`config.mk`:
```
export PLATFORM = sky130hd
export DESIGN_NAME = bigmul_unit_csa
export DESIGN_NICKNAME = d
export VERILOG_FILES = /design/src/rtl/bigmul_unit_csa.sv
export SDC_FILE = /design/constraint.sdc
export NUM_CORES = 1
export LEC_CHECK = 0
export CAP_MARGIN = 10
export CORE_UTILIZATION = 36
export DETAILED_ROUTE_END_ITERATION = 7
export PLACE_DENSITY = 0.73
export SLEW_MARGIN = 20
export SYNTH_ARGS = -nofsm -noshare
export SYNTH_HDL_FRONTEND = slang
export SYNTH_SLANG_ARGS = --single-unit
```
`constraint.sdc`:
```
create_clock -name clk -period 1.54 [get_ports clk]
set_input_delay 0.308 -clock clk [delete_from_list [all_inputs] [get_ports clk]]
set_output_delay 0.308 -clock clk [all_outputs]
set_load 0.03 [all_outputs]
```
`src/rtl/bigmul_unit_csa.sv`:
```
// Multi-cycle big-integer multiplier: R = A * B over 64-bit limbs, PARALLEL limb products per
// cycle into carry-save column accumulators, then one serial carry-propagate pass.
// Define BIGMUL_CYCLE_CNT_EN to build the busy-cycle counter behind cycles_out.
`timescale 1ns/1ps
module bigmul_unit_csa #(
    parameter int NUM_LIMBS = 64,
    parameter int PARALLEL  = 25
) (
    input  logic        clk,
    input  logic        rst_n,
    input  logic        start,
    output logic        busy,
    output logic        done,
    output logic [63:0] cycles_out
);

    localparam int NCOL  = 2 * NUM_LIMBS;
    localparam int NPAIR = NUM_LIMBS * NUM_LIMBS;
    localparam int ACC_W = 64 + $clog2(NCOL) + 1;
    localparam int KW    = $clog2(NPAIR + PARALLEL + 1);
    localparam int CW    = $clog2(NCOL);
    localparam int IW    = (NUM_LIMBS > 1) ? $clog2(NUM_LIMBS) : 1;

    // Operand/result storage, loaded and read hierarchically by the host
    logic [63:0] A [0:NUM_LIMBS-1];
    logic [63:0] B [0:NUM_LIMBS-1];
    logic [63:0] R [0:NCOL-1];

    typedef enum logic [2:0] {IDLE, CLEAR, MUL, RESOLVE, DONE} state_t;

    state_t            state_q;
    logic              busy_q, done_q;
    logic [KW-1:0]     k_q;
    logic [CW-1:0]     col_q;
    logic [ACC_W-1:0]  carry_q;
    logic [ACC_W-1:0]  s_q [NCOL];
    logic [ACC_W-1:0]  c_q [NCOL];
    logic [ACC_W-1:0]  s_d [NCOL];
    logic [ACC_W-1:0]  c_d [NCOL];
    logic [ACC_W-1:0]  os, oc, ox;
    logic [ACC_W-1:0]  t;
    logic              last_col;

    logic [PARALLEL-1:0] pv;
    logic [CW-1:0]       plo  [PARALLEL];
    logic [CW-1:0]       phi  [PARALLEL];
    logic [127:0]        prod [PARALLEL];

    // One 64x64 product slot per issued pair k_q+g
    for (genvar g = 0; g < PARALLEL; g++) begin : g_slot
        logic [KW-1:0] kk;
        logic [IW-1:0] ii, jj;
        assign kk      = k_q + KW'(g);
        assign pv[g]   = (kk < KW'(NPAIR));
        assign ii      = IW'(kk / KW'(NUM_LIMBS));
        assign jj      = IW'(kk % KW'(NUM_LIMBS));
        assign prod[g] = 128'(A[ii]) * 128'(B[jj]);
        assign plo[g]  = CW'(ii) + CW'(jj);
        assign phi[g]  = plo[g] + CW'(1);
    end

    always_comb begin
        s_d = s_q;
        c_d = c_q;
        os  = '0;
        oc  = '0;
        ox  = '0;
        if (state_q == CLEAR) begin
            for (int c = 0; c < NCOL; c++) begin
                s_d[c] = '0;
                c_d[c] = '0;
            end
        end else if (state_q == MUL) begin
            // Slots hitting the same column chain through successive 3:2 compressions
            for (int p = 0; p < PARALLEL; p++) begin
                if (pv[p]) begin
                    os = s_d[plo[p]];
                    oc = c_d[plo[p]];
                    ox = ACC_W'(prod[p][63:0]);
                    s_d[plo[p]] = os ^ oc ^ ox;
                    c_d[plo[p]] = ((os & oc) | (os & ox) | (oc & ox)) << 1;
                    os = s_d[phi[p]];
                    oc = c_d[phi[p]];
                    ox = ACC_W'(prod[p][127:64]);
                    s_d[phi[p]] = os ^ oc ^ ox;
                    c_d[phi[p]] = ((os & oc) | (os & ox) | (oc & ox)) << 1;
                end
            end
        end
    end

    // S+C may wrap individually; the true column value plus incoming carry always fits ACC_W
    assign t        = s_q[col_q] + c_q[col_q] + carry_q;
    assign last_col = (col_q == CW'(NCOL - 1));

    always_ff @(posedge clk or negedge rst_n) begin
        if (!rst_n) begin
            state_q <= IDLE;
            busy_q  <= 1'b0;
            done_q  <= 1'b0;
            k_q     <= '0;
            col_q   <= '0;
            carry_q <= '0;
        end else begin
            case (state_q)
                IDLE: begin
                    if (start) begin
                        state_q <= CLEAR;
                        busy_q  <= 1'b1;
                    end
                end
                CLEAR: begin
                    state_q <= MUL;
                    k_q     <= '0;
                    col_q   <= '0;
                    carry_q <= '0;
                end
                MUL: begin
                    k_q <= k_q + KW'(PARALLEL);
                    if (k_q + KW'(PARALLEL) >= KW'(NPAIR))
                        state_q <= RESOLVE;
                end
                RESOLVE: begin
                    col_q   <= col_q + CW'(1);
                    carry_q <= t >> 64;
                    if (last_col) begin
                        state_q <= DONE;
                        busy_q  <= 1'b0;
                        done_q  <= 1'b1;
                    end
                end
                DONE: begin
                    done_q  <= 1'b0;
                    state_q <= IDLE;
                end
                default: state_q <= IDLE;
            endcase
        end
    end

    always_ff @(posedge clk) begin
        s_q <= s_d;
        c_q <= c_d;
        if (state_q == RESOLVE)
            R[col_q] <= t[63:0];
    end

    assign busy = busy_q;
    assign done = done_q;

`ifdef BIGMUL_CYCLE_CNT_EN
    logic [63:0] cnt_q, cyc_q;

    always_ff @(posedge clk or negedge rst_n) begin
        if (!rst_n) begin
            cnt_q <= '0;
            cyc_q <= '0;
        end else begin
            if (state_q == IDLE && start)
                cnt_q <= '0;
            else if (busy_q)
                cnt_q <= cnt_q + 64'd1;
            // Capture includes the final RESOLVE cycle, landing on the same edge as done
            if (state_q == RESOLVE && last_col)
                cyc_q <= cnt_q + 64'd1;
        end
    end

    assign cycles_out = cyc_q;
`else
    assign cycles_out = 64'd0;
`endif

endmodule

```
== After elaboration in Yosys (flattened, before gate mapping) ==
Index checks and enable logic that the tools add are counted.
Storage, ports and cells
  logic and storage cells: 35
  output and inout bits: 66
  register bits: 25
  bits of input ports: 3
Cells by class
  mux-type cells: 11
  $add $sub $neg: 2
  reductions and logical operators: 8
  order comparisons: 1
  eq/ne operators: 8
Operators by type and width (count)
  $pmux W13 S2: 1
  $pmux W7 S2: 1
  $add A13 B5 Y13 const B: 1
  $ge A13 B13 Y1 const B: 1
  $pmux W3 S4: 1
  $mux W3: 3
  $reduce_bool A2 Y1: 4
  $add A7 B1 Y7 const B: 1
  $eq A7 B7 Y1 const B: 1
  $eq A3 B2 Y1 const B: 2
  $reduce_and A3 Y1: 2
  $ne A2 B2 Y1 const B: 2
  $pmux W1 S2: 2
  $eq A3 B1 Y1 const B: 1
  $eq A3 B3 Y1 const B: 1
  $logic_not A3 Y1: 1
  $mux W1: 3
  $ne A2 B1 Y1 const B: 1
  $reduce_and A2 Y1: 1

== Depth between registers and ports, before layout ==
  depth in word-level cells: 4
  depth in mapped cells: 6
  depth with buffers taken out: 5

== Least setup slack after synthesis ==
No wires, ideal clock.
  kind: register to register
  start point: register state_q[2]
  end point: register k_q[10]
  required time: 1.404 ns
  stages on the path, launching flop included: 6
  path slack: 0.073 ns
  library setup time: 0.136 ns
  clock period less this slack: 1.467 ns
  path buffers: 1
  data arrival time: 1.331 ns
  cells stage by stage: dfrtp_1 buf_6 nor3b_4 nand3b_2 o311ai_1 o41ai_1
Between the ends
  word-level cells in the longest chain between the ends: 2
  elaborated cells on any way between the ends: 4
  those cells by class: 2 x eq/ne; 1 x mux; 1 x reduce/logical
RTL lines
  start, declared: RTL line 31  | state_t state_q;
  start signal, assigned: RTL line 98  | state_q <= IDLE;
  start signal, assigned: RTL line 108  | state_q <= CLEAR;
  start signal, assigned: RTL line 113  | state_q <= MUL;
  $eq A3 B2 Y1 or $eq A3 B1 Y1 (tied branches): RTL line 105  | case (state_q)
  $pmux W13 S2 or $reduce_bool A2 Y1 (tied branches)
  end signal, assigned: RTL line 119  | k_q <= k_q + KW'(PARALLEL);
  end, declared: RTL line 33  | logic [KW-1:0] k_q;
Parallel ways exist; a longest one is shown, timed or not.
A chain may end at the register's enable or synchronous reset.

== Worst setup path after layout ==
  start point: register k_q[1]
  end point: register state_q[0]
Between the ends
  word-level cells in the longest chain between the ends: 4
RTL lines
  $add A13 B5 Y13: RTL line 120  | if (k_q + KW'(PARALLEL) >= KW'(NPAIR))
  $ge A13 B13 Y1: RTL line 120
  $ne A2 B1 Y1 (no line)
  $reduce_and A3 Y1 (no line)
  end signal, assigned: RTL line 121  | state_q <= RESOLVE;
  end signal, assigned: RTL line 127  | state_q <= DONE;
  end signal, assigned: RTL line 134  | state_q <= IDLE;
Every way passes these cells.

==> reports/qor.csv <==
stage;metric;value;unit
outcome;status;finished, violations left;
outcome;failed_checks;setup timing;
drt;viasPerCell;4.237;
logic_synthesis;synth_common_cells;buf_4, dfrtp_1, nand2_1;
logic_synthesis;synth-seq-cells;25;
global_routing;grt_busiest_layer;met2;
worst_setup_path;crit_type;flop to flop;
worst_setup_path;timing.rr.end;state_q[0];
global_routing;antenna_found_initial;0;
clocking;cts_tree;yes;
global_routing;grt_max_degree;26;
logic_synthesis;ys_top_cells_by_area;dfrtp_1, buf_4, mux2i_1;
sta;period_needed;1.546;ns
pwr;p_per_area;691.2;mW/mm²
floorplanning;fp-row-count;25;
logic_synthesis;synth_top_area_share;35.19;%
floorplanning;dieArea;0.005224;mm²
worst_setup_path;cp-start-kind;flop;
clocking;clock_path_buffers;2;
sta;worst_slack;-0.005610;ns
pwr;power;1.267;mW
place;hpwl;1858;µm
worst_setup_path;crit_arrival;1.69;ns
place;placed_cells;280;
global_routing;grt.met3_usage;1.389;%
drt;wl;2667;µm
cells_and_area;seqCellArea;625.6;µm²
pwr;worst_ir_drop_vdd;0.0004122;V
global_routing;grt_overflow;0;
cells_and_area;synthToLayoutAreaGrowth;3.097;%
global_routing;grt_pass1_wl;4443;µm
job;maxCapViolations;0;
logic_synthesis;syn_area;0.001778;mm²
place;gp_congestion;0.8482;
floorplanning;pin_count;69;
floorplanning;initial_core_util;37.64;%
cells_and_area;diodes;0;
sta;post-route-period-util;100.4;%
logic_synthesis;synth_warnings;0;
floorplanning;die_w;72.28;µm
place;portBuffers;4;
drt;num_vias;1216;
logic_synthesis;ys_seq_area_share;35.19;%
worst_setup_path;ff2ff_path_depth;5;
floorplanning;die_h;72.28;µm
pwr;p_leak;0.9161;nW
logic_synthesis;post-synth-top-count-cell;buf_4;
floorplanning;fp.coreArea;0.004723;mm²
drt;routedWlPerCell;9.293;µm
logic_synthesis;netlist-cell-type-count;36;
worst_setup_path;worstReg2RegStart;k_q[1];
sta;final-hold-violation-count;0;
logic_synthesis;async_flop_share;100.0;%
clocking;cts_buffers;3;
global_routing;grt_use_met1;14.05;%
cells_and_area;multiInputGateArea;902.1;µm²
global_routing;grtUsageMet2;17.24;%
worst_setup_path;crit_path_end_kind;flop;
logic_synthesis;syn_avg_cell_area;8.846;µm²
clocking;htree_levels;1;
min_path;hp-class;input pin to async pin;
drt;drtAntennaViolNets;0;
global_routing;grt_pass1_vias;1039;
clocking;insertion_delay;0.26;ns
global_routing;track_usage;10.50;%
clocking;clkTransAtPathRegs;0.09;ns
worst_setup_path;path_max_fanout;3;
cells_and_area;nets;226;
cells_and_area;nFillCells;469;
worst_setup_path;crit_path_start;k_q[1];
logic_synthesis;ys.flop_type;dfrtp_1;
worst_setup_path;r2r_slack;-0.006;ns
drt;first_iter_violations;36;
sta;rsz0062_at_grt;yes;
cells_and_area;layout-drive-gt1-share;13.18;%
drt;drtPass1Iterations;4;
sta;setup_viol;1;
sta;fin_skew;0.001641;ns
logic_synthesis;synth_edf_count;0;
logic_synthesis;synth_cells;201;
clocking;root_buffer;clkbuf_8;
sta;slew_viol_final;0;
sta;fmax;647.0;MHz
clocking;clock-sinks;25;
logic_synthesis;yosys.area.top_type;dfrtp_1;
worst_setup_path;required;1.68;ns
cells_and_area;final_cells;287;
drt;drc;0;
[registers in the layout (all words and copies together), names as in the netlist]
name,count
k_q,13
col_q,7
state_q,3
busy,1
done,1
[layer usage]
metal | up-vias | wire, µm
met5 | - | 0
met4 | 0 | 24
met3 | 2 | 165
met2 | 62 | 1292
met1 | 568 | 1184
li1 | 584 | -
[placed cells by master, fill, tap and decap left out, types with 2 or more instances in the layout]
cell	n
a21oi_1	4
a22o_1	3
buf_4	17
clkbuf_8	3
clkdlybuf4s50_1	2
conb_1	64
dfrtp_1	25
dlygate4sd2_1	2
ha_1	2
inv_1	3
mux2i_1	9
nand2_1	24
nand2b_1	2
nand3_1	7
nor2_1	11
nor3_1	4
nor4_2	2
o21ai_0	12
o21ai_1	3
o41ai_1	2
or3_1	2
[repair_timing]
| item | CTS | global route |
|---|---|---|
| gates resized for setup | 3 | 6 |
| hold buffers | 0 | 0 |
| setup buffers | 0 | 3 |
| endpoints found under the setup margin | 3 | 8 |
| pin swaps | 0 | 3 |
[cell type report]
type / count / share of cell area (%)
Tap cell: 67 / 4.573
Timing Repair Buffer: 21 / 9.010
Clock buffer: 4 / 2.457
Sequential cell: 25 / 34.13
Inverter: 3 / 0.6143
Multi-Input combinational cell: 167 / 49.21
[power by group]
part	internal (mW)	total (mW)	switching [mW]
Combinational	0.00618	0.224	0.218
Sequential	0.656	0.656	0
Clock	0.185	0.387	0.202
[critical path: stages, from the launching register on]
cell and delay [ns]:
dfrtp_1 0.38, ha_1 0.22, a211oi_4 0.09, nor4_2 0.30, mux2i_1 0.31, o32ai_1 0.13
[kinds of logic after synthesis]
kind of cell    share of synthesized area, %
simple gates                           17.73
buf+inv                                29.42
fa+ha+maj                              1.407
flops                                  35.19
compound gates                         10.98
mux                                    5.067
other cells                           0.2109
[worst max-delay path by stage]
| stage | endpoint | cells after the start |
|---|---|---|
| detailed placement | state_q[0] | 5 |
| global route | col_q[6] | 5 |
| global placement | done | 6 |
| finish | state_q[0] | 5 |
| floorplan | k_q[10] | 5 |
| CTS | done | 6 |
[through the flow]
stage	setup TNS (ns)	setup WS, ns	hold slack (ns)	utilization [%]	instance area, µm²
2_1_floorplan	0	0.07312	0.01241	-	2014
3_3_place_gp	0	0.06484	0.4654	36.66	1732
3_5_place_dp	0	0.03891	0.4783	36.66	1732
4_1_cts	0	0.009023	0.3982	37.67	1779
5_1_grt	-0.1045	-0.06971	0.4109	38.81	1833
6_report	-0.005610	-0.005610	0.3957	38.81	1833
Power figures use the tool's default switching activity.
